===== src/rtl/alu_uart_pkg.sv =====
// Shared types and constants for the UART<->ALU sequencer.
// State encoding, default data width and the ALU opcode map.
package alu_uart_pkg;

    localparam int DBIT_DEFAULT = 8;

    typedef enum logic [2:0] {
        S_GET_A  = 3'd0,
        S_GET_B  = 3'd1,
        S_GET_OP = 3'd2,
        S_EXEC   = 3'd3,
        S_SEND   = 3'd4
    } seq_state_t;

    localparam logic [7:0] OP_ADD = 8'h20;
    localparam logic [7:0] OP_SUB = 8'h22;
    localparam logic [7:0] OP_AND = 8'h24;
    localparam logic [7:0] OP_OR  = 8'h25;
    localparam logic [7:0] OP_XOR = 8'h26;
    localparam logic [7:0] OP_SRA = 8'h03;
    localparam logic [7:0] OP_SRL = 8'h02;
    localparam logic [7:0] OP_NOR = 8'h27;

    // True when the opcode belongs to the ALU's supported set.
    function automatic logic op_is_known(input logic [7:0] opc);
        logic known;
        case (opc)
            OP_ADD, OP_SUB, OP_AND, OP_OR,
            OP_XOR, OP_SRA, OP_SRL, OP_NOR: known = 1'b1;
            default:                        known = 1'b0;
        endcase
        return known;
    endfunction

endpackage


===== src/rtl/alu_uart_sequencer.sv =====
// UART<->ALU sequencer: pops operand A, operand B and opcode from the RX FIFO, waits ALU_LAT
// cycles, then pushes the ALU result into the TX FIFO. Inter-byte timeout built with ALU_SEQ_TIMEOUT_EN.
module alu_uart_sequencer
    import alu_uart_pkg::*;
#(
    parameter int DBIT      = DBIT_DEFAULT,
    parameter int ALU_LAT   = 1,
    parameter int TO_CYCLES = 50000
) (
    input  logic            clk,
    input  logic            reset,
    input  logic            rx_empty,
    input  logic [DBIT-1:0] r_data,
    output logic            rd_uart,
    input  logic            tx_full,
    output logic            wr_uart,
    output logic [DBIT-1:0] w_data,
    output logic [DBIT-1:0] a,
    output logic [DBIT-1:0] b,
    output logic [DBIT-1:0] op,
    input  logic [DBIT-1:0] w,
    output logic            busy,
    output logic            done,
    output logic            err
);

    seq_state_t      r_state;
    seq_state_t      w_state_nxt;
    logic [DBIT-1:0] r_a;
    logic [DBIT-1:0] r_b;
    logic [DBIT-1:0] r_op;
    logic [DBIT-1:0] r_w_data;
    logic [3:0]      r_lat_cnt;
    logic            w_lat_done;
    logic            w_to_hit;
    logic            w_rd;
    logic            w_wr;
    logic            w_err;

    assign w_lat_done = (r_lat_cnt == 4'(ALU_LAT - 1));

`ifdef ALU_SEQ_TIMEOUT_EN
    localparam int TO_W = $clog2(TO_CYCLES) + 1;

    logic [TO_W-1:0] r_to_cnt;
    logic            w_rx_wait;

    assign w_rx_wait = (r_state == S_GET_B) || (r_state == S_GET_OP);
    assign w_to_hit  = w_rx_wait && rx_empty && (r_to_cnt == TO_W'(TO_CYCLES - 1));

    // Mid-frame idle counter; any pop or state exit clears it.
    always_ff @(posedge clk) begin
        if (!reset) begin
            r_to_cnt <= {TO_W{1'b0}};
        end else if (w_rx_wait && rx_empty && !w_to_hit) begin
            r_to_cnt <= r_to_cnt + {{(TO_W-1){1'b0}}, 1'b1};
        end else begin
            r_to_cnt <= {TO_W{1'b0}};
        end
    end
`else
    // No timeout in this build: the FSM waits indefinitely for the next byte.
    assign w_to_hit = (TO_CYCLES < 0);
`endif

    // State register.
    always_ff @(posedge clk) begin
        if (!reset) begin
            r_state <= S_GET_A;
        end else begin
            r_state <= w_state_nxt;
        end
    end

    // Next-state logic.
    always_comb begin
        w_state_nxt = r_state;
        case (r_state)
            S_GET_A: begin
                if (!rx_empty) w_state_nxt = S_GET_B;
                else           w_state_nxt = S_GET_A;
            end
            S_GET_B: begin
                if (!rx_empty)    w_state_nxt = S_GET_OP;
                else if (w_to_hit) w_state_nxt = S_GET_A;
                else              w_state_nxt = S_GET_B;
            end
            S_GET_OP: begin
                if (!rx_empty)    w_state_nxt = S_EXEC;
                else if (w_to_hit) w_state_nxt = S_GET_A;
                else              w_state_nxt = S_GET_OP;
            end
            S_EXEC: begin
                if (w_lat_done) w_state_nxt = S_SEND;
                else            w_state_nxt = S_EXEC;
            end
            S_SEND: begin
                if (!tx_full) w_state_nxt = S_GET_A;
                else          w_state_nxt = S_SEND;
            end
            default: w_state_nxt = S_GET_A;
        endcase
    end

    // FIFO strobes; pops/pushes must land in the same cycle the FIFO flags allow them.
    always_comb begin
        w_rd  = 1'b0;
        w_wr  = 1'b0;
        w_err = 1'b0;
        if (!reset) begin
            w_rd  = 1'b0;
            w_wr  = 1'b0;
            w_err = 1'b0;
        end else begin
            case (r_state)
                S_GET_A, S_GET_B, S_GET_OP: begin
                    w_rd  = !rx_empty;
                    w_err = w_to_hit;
                end
                S_SEND:  w_wr = !tx_full;
                S_EXEC:  w_rd = 1'b0;
                default: w_rd = 1'b0;
            endcase
        end
    end

    // Operand capture, latency count and result latch.
    always_ff @(posedge clk) begin
        if (!reset) begin
            r_a       <= {DBIT{1'b0}};
            r_b       <= {DBIT{1'b0}};
            r_op      <= {DBIT{1'b0}};
            r_w_data  <= {DBIT{1'b0}};
            r_lat_cnt <= 4'd0;
        end else begin
            case (r_state)
                S_GET_A: begin
                    if (w_rd) r_a <= r_data;
                end
                S_GET_B: begin
                    if (w_rd) r_b <= r_data;
                end
                S_GET_OP: begin
                    if (w_rd) r_op <= r_data;
                    r_lat_cnt <= 4'd0;
                end
                S_EXEC: begin
                    if (w_lat_done) r_w_data  <= w;
                    else            r_lat_cnt <= r_lat_cnt + 4'd1;
                end
                default: r_lat_cnt <= r_lat_cnt;
            endcase
        end
    end

    assign rd_uart = w_rd;
    assign wr_uart = w_wr;
    assign done    = w_wr;
    assign err     = w_err;
    assign busy    = (r_state != S_GET_A);
    assign a       = r_a;
    assign b       = r_b;
    assign op      = r_op;
    assign w_data  = r_w_data;

endmodule


===== config.mk =====
export PLATFORM = sky130hd
export DESIGN_NAME = alu_uart_sequencer
export DESIGN_NICKNAME = d
export VERILOG_FILES = /design/src/rtl/alu_uart_pkg.sv /design/src/rtl/alu_uart_sequencer.sv
export SDC_FILE = /design/constraint.sdc
export NUM_CORES = 1
export LEC_CHECK = 0
export BUFFER_PORTS_ARGS = -buffer_cell sky130_fd_sc_hd__buf_2
export CORE_ASPECT_RATIO = 0.6
export CORE_MARGIN = 3
export CORE_UTILIZATION = 52
export CTS_CLUSTER_DIAMETER = 60
export DETAILED_ROUTE_END_ITERATION = 7
export HOLD_SLACK_MARGIN = 0.05
export PLACE_DENSITY = 0.91
export SLEW_MARGIN = 30
export SYNTH_ARGS = -nofsm -noshare
export SYNTH_HDL_FRONTEND = slang
export SYNTH_SLANG_ARGS = --single-unit
export TNS_END_PERCENT = 20

===== constraint.sdc =====
create_clock -name clk -period 3.4 [get_ports clk]
set_input_delay 0.34 -clock clk [delete_from_list [all_inputs] [get_ports clk]]
set_output_delay 0.34 -clock clk [all_outputs]
set_load 0.1 [all_outputs]

==> results_dict.tcl, run 1 <==
set metrics [dict create \
    antenna_cells 0 \
    coreArea_um2 2947 \
    period_needed_ns 2.385 \
    dp_slack_ns 1.375 \
    dieHeight_um 49.59 \
    grt_usage_pct 21.03 \
    ff2ff_setup_slack_ns 1.40 \
    firstDrtPassIters 4 \
    routedWlPerCell_um 13.95 \
    slowest_delay_ns 0.54 \
    synth_ff_type "dfxtp_1" \
    hold_class "in -> reg" \
    power_density_nw_per_um2 543.6 \
    setup_viol 0 \
    fp-row-count 15 \
    ioPinCount 57 \
    clk_pin_slew_worst_paths_ns 0.07 \
    tns_ns 0 \
    avgViaCountPerCell 5.178 \
    cts_max_path_buffers 2 \
    drive_gt1_share_pct 30.77 \
    cpLargestDelayFamily "simple AND/OR/NAND/NOR gates" \
    grt_pass1_vias 1305 \
    fmaxAchievable_mhz 419.3 \
    final_cell_mix "55 x buf_2, 40 x nand2_1, 39 x dfxtp_1" \
    ir_drop_mv 0.3534 \
    cp_max_fo 12 \
    cts_tree "done" \
    clock_latency_ns 0.29 \
    netlist_instances 183 \
    initialDrtViolationCount 62 \
    clock-root-buffer "clkbuf_8" \
    clock_sinks 39 \
    start_util_pct 55.88 \
    portBuffers 55 \
    routabilityCongestion 0.8291 \
    crit_chain "nor2_1, nand2_1, nor3_2, buf_2" \
    critPathCaptureType "output pin" \
    yosysWarningCount 0 \
    grt_pass1_wl_mm 6.285 \
    ys_seq_elements 39 \
    fin_worst_skew_ns 0.003230 \
    cts_buffers 5 \
    synth_edf_count 0 \
    die_area_um2 3900 \
    critPathSlowestCell "nor2_1" \
    fin_crit_sh_pct 70.15 \
    syn_nets 205 \
    post_cts_buffers 0 \
    leakagePower_nw 1.003 \
    syn_area_um2 1647 \
    slew_viol_final 0 \
    grt_start_max_net_pins 32 \
    antenna_found_initial 0 \
    synth-async-reset-ratio_pct 0 \
    cts-resized-gates 0 \
    dieWidth_um 78.65 \
    final_common_cell "buf_2" \
    critPathLaunchType "register" \
    yosysSeqAreaShare_pct 47.42 \
    tightestPinTransition_ns 0.8524 \
    rsz0062_at_grt "no" \
    crit_required_ns 3.06 \
    area_growth_pct 23.02 \
    wirelength_mm 3.851 \
    dpl.hpwl_mm 2.866 \
    worstPathArrival_ns 2.05 \
    htreeDepth 2 \
    nets 255 \
    avgSynthCellArea_um2 8.998 \
    finalHoldViolCount 0 \
    num_vias 1429 \
    maxCapViolations 0 \
    setup_ws_ns 1.015 \
    grt_overflow_total 0 \
    synth.distinct_cells 36 \
    status "completed" \
    crit_buf_inv 1 \
    drtAntennaViolNets 0 \
    path_class "reg -> out" \
    holdBufCountCts 0 \
    drc_errors 0 \
    relSlewSlack_pct 42.86 \
]
[cell usage after synthesis, drive strengths merged, types with 3 or more instances]
cell type / n / area share (%)
a21oi: 3 / 0.91
a22o: 8 / 4.3
buf: 12 / 4.8
dfxtp: 39 / 47
inv: 15 / 3.4
mux2i: 16 / 9.7
nand2: 40 / 9.1
nand3: 11 / 4.1
nor3: 3 / 1.2
o21ai: 9 / 2.7
[where the power goes]
group	total, W	internal (W)	leakage (nW)	switching, W
clock network	0.000396	0.000237	0.0612	0.000159
registers	0.000487	0.000473	0.317	0.0000134
logic	0.000218	0.0000394	0.625	0.000179
total	0.00110	0.000750	1.00	0.000351
[logic make-up (layout without fill, tap and decap cells)]
| logic type | Yosys count | in the layout | share of synthesized area, % |
|---|---|---|---|
| AND/OR/NAND/NOR | 68 | 68 | 20.67 |
| flip-flops | 39 | 39 | 47.42 |
| buffers and inverters | 29 | 80 | 8.662 |
| AO/OA/AOI/OAI | 28 | 28 | 11.78 |
| multiplexers | 16 | 16 | 9.726 |
| adder cells (fa/ha/maj) | 2 | 2 | 1.520 |
| other | 1 | 1 | 0.2277 |
[cell type report]
class | instances | area [um^2]
fillers | 226 | 920.9
flip-flops and latches | 39 | 780.7
multi-input cells | 115 | 728.2
repair buffers | 57 | 290.3
clock buffers | 6 | 82.58
inverters | 15 | 56.30
well taps | 42 | 52.55
clock inverters | 2 | 35.03
[per-layer routing]
metal / up-vias / routed length, um / share of wire [%] / global-route usage, %
met2: 67 / 1675 / 43 / 32.11
li1: 712 / - / - / -
met3: 5 / 378 / 9.8 / 6.569
met1: 645 / 1753 / 46 / 28.23
met4: 0 / 43 / 1.1 / 6.977
met5: - / 0 / 0 / 0
[flip-flops by register name (all words and copies together) (netlist names)]
name	count
r_state	3
r_lat_cnt	4
b	8
w_data	8
a	8
op	8
[worst reg2reg max path: stages (launching register included)]
cell	delay [ns]
dfxtp_1	0.35
inv_1	0.08
ha_1	0.17
or3b_1	0.39
nor3_2	0.66
mux2i_1	0.28
[final timing paths]
kind                                  start                     end  cells after the start
setup reg to reg  r_lat_cnt[0]$_SDFFE_PN0P_  w_data[3]$_SDFFE_PN0P_                      5
setup / recovery      r_state[1]$_SDFF_PN0_                    done                      4
hold reg to reg      w_data[5]$_SDFFE_PN0P_  w_data[5]$_SDFFE_PN0P_                      2
hold / removal                         w[4]  w_data[4]$_SDFFE_PN0P_                      3
[through the flow]
step | util (%) | instance area [um^2] | hold WS (ns) | cells | power (W)
floorplan | - | 1652 | 0.4704 | 183 | 0.0006751
global placement | 64.76 | 1908 | 0.4397 | 268 | 0.0007108
detailed placement | 64.76 | 1908 | 0.4441 | 268 | 0.0007132
CTS | 68.75 | 2026 | 0.2904 | 276 | 0.001105
global route | 68.75 | 2026 | 0.2961 | 276 | 0.001137
finish | 68.75 | 2026 | 0.2919 | 276 | 0.001101
(Power assumes the default switching activity.)
==> run 2, diff against run 1 <==
- CORE_UTILIZATION: 52 -> 44
- PLACE_DENSITY: 0.91 -> 0.82
- clock period: 3.4 -> 2.04 ns (I/O delays scaled with it)
==> run 2 against run 1 <==
  * Cell count increased by 1.4%
  * Sequential share of layout area down 0.77 points
  * Combinational power grew 71%
  * Critical path type unchanged
==> results_dict.tcl, run 2 (synthesis results as in run 1) <==
set metrics [dict create \
    status "completed" \
    ioPinCount 57 \
    routabilityCongestion 0.7593 \
    grt_start_max_net_pins 23 \
    fin_crit_sh_pct 90.79 \
    critPathSlowestCell "dfxtp_1" \
    nets 256 \
    critPathCaptureType "output pin" \
    fmaxAchievable_mhz 539.9 \
    cp_max_fo 12 \
    grt_pass1_vias 1274 \
    hp-start "w[6]" \
    ir_drop_mv 0.4283 \
    area_growth_pct 25.53 \
    crit_buf_inv 1 \
    final_cell_mix "52 x buf_2, 39 x nand2_1, 39 x dfxtp_1" \
    pwr-share-clk_pct 29.8 \
    htreeDepth 2 \
    grt_overflow_total 0 \
    clock_sinks 39 \
    finalHoldViolCount 0 \
    power_frac_seq_pct 48.1 \
    antenna_found_initial 0 \
    grt_pass1_wl_mm 6.230 \
    use_met3_pct 5.599 \
    fp-row-count 16 \
    p_sw_share_pct 34.78 \
    clk_pin_slew_worst_paths_ns 0.08 \
    rsz0062_at_grt "no" \
    cpLargestDelayFamily "simple AND/OR/NAND/NOR gates" \
    comb_power_share_pct 22.1 \
    firstDrtPassIters 4 \
    hold-path-endpoint "w_data[6]$_SDFFE_PN0P_" \
    dieHeight_um 53.39 \
    dieWidth_um 84.98 \
    place_inst 272 \
    hold_class "in -> reg" \
    cts_tree "done" \
    cts_buffers 5 \
    die_area_um2 4536 \
    slew_viol_final 0 \
    coreArea_um2 3423 \
    portBuffers 55 \
    dpl.hpwl_mm 2.831 \
    critPathLaunchType "register" \
    fin_worst_skew_ns 0.01178 \
    fin_util_pct 60.38 \
    holdBufCountCts 0 \
    leakagePower_nw 1.010 \
    num_vias 1403 \
    final_common_cell "buf_2" \
    cts_max_path_buffers 2 \
    drive_gt1_share_pct 31.06 \
    power_density_nw_per_um2 817.0 \
    path_class "reg -> out" \
    setup_viol 0 \
    antenna_cells 0 \
    cts-resized-gates 0 \
    top_usage_layer "met1" \
    initialDrtViolationCount 57 \
    net-switching-power_w 0.0005874 \
    period_needed_ns 1.852 \
    total_power_w 0.001689 \
    met1_usage_pct 25.47 \
    post_cts_buffers 0 \
    dp_slack_ns 0.4599 \
    hold_depth 3 \
    setup_ws_ns 0.1879 \
    grt_usage_pct 17.98 \
    crit_required_ns 1.84 \
    slowest_delay_ns 0.45 \
    drc_errors 0 \
    routedWlPerCell_um 13.65 \
    met2_usage_pct 25.39 \
    reg2reg_depth 6 \
    timing.rr.start "r_lat_cnt[0]$_SDFFE_PN0P_" \
    tns_ns 0 \
    clock_latency_ns 0.29 \
    start_util_pct 48.10 \
    clock-root-buffer "clkbuf_8" \
    worstPathArrival_ns 1.65 \
    drtAntennaViolNets 0 \
    maxCapViolations 0 \
    ff2ff_setup_slack_ns 0.45 \
    crit_chain "nor2_4, nand2_4, nor3_4, buf_12" \
    avgViaCountPerCell 5.011 \
    p_int_w 0.001101 \
    r2r_end "w_data[7]$_SDFFE_PN0P_" \
    wirelength_mm 3.823 \
    final_cells 280 \
]
[run 2: changes by cell type in the layout (fill, tap and decap cells not counted), sizes merged]
| cell | delta |
|---|---|
| buf | +1 |
| clkbuf | +1 |
| bufinv | -1 |
[run 2: power by group through the flow]
stage / clock, W / combinational [W] / sequential, W
4_1_cts: 0.000508 / 0.000373 / 0.000812
3_5_place_dp: 0 / 0.000372 / 0.000829
5_1_grt: 0.000549 / 0.000391 / 0.000816
6_report: 0.000504 / 0.000373 / 0.000812
2_1_floorplan: 0 / 0.000139 / 0.000998
3_3_place_gp: 0 / 0.000369 / 0.000829
[run 2: how the worst max path moves through the flow]
stage               depth (start not counted)                      to  slack (ns)                      start
global placement                            6  w_data[3]$_SDFFE_PN0P_        0.50  r_lat_cnt[0]$_SDFFE_PN0P_
CTS                                         4                    done        0.18      r_state[1]$_SDFF_PN0_
detailed placement                          6  w_data[7]$_SDFFE_PN0P_        0.46  r_lat_cnt[0]$_SDFFE_PN0P_
global route                                4                    done        0.08      r_state[0]$_SDFF_PN0_
finish                                      4                 wr_uart        0.19      r_state[1]$_SDFF_PN0_
floorplan                                   6                 wr_uart       0.004      r_state[0]$_SDFF_PN0_
[run 2: worst register-to-register path: stages, from the launching register on]
cell and delay [ns]:
dfxtp_1 0.34, inv_1 0.09, ha_1 0.15, or3b_1 0.40, nor3_2 0.12, buf_4 0.22, mux2i_1 0.22
[run 2: layout make-up]
class                           instances  area (um^2)
Clock buffer                            7        76.32
Clock inverter                          1        5.005
Fill cell                             294         1356
Inverter                               15        56.30
Multi-Input combinational cell        115        749.5
Sequential cell                        39        780.7
Tap cell                               45        56.30
Timing Repair Buffer                   58        342.8
[run 2: stage by stage]
step	hold slack (ns)	cell area [um^2]
5_1_grt	0.1480	2067
3_3_place_gp	0.4433	1986
4_1_cts	0.1465	2067
3_5_place_dp	0.4495	1986
6_report	0.1479	2067
2_1_floorplan	0.3344	1699
[run 2: per-layer routing]
layer	vias to the layer above	wire [um]
met5	-	0
li1	708	-
met2	45	1550
met3	5	291
met4	0	35
met1	645	1945
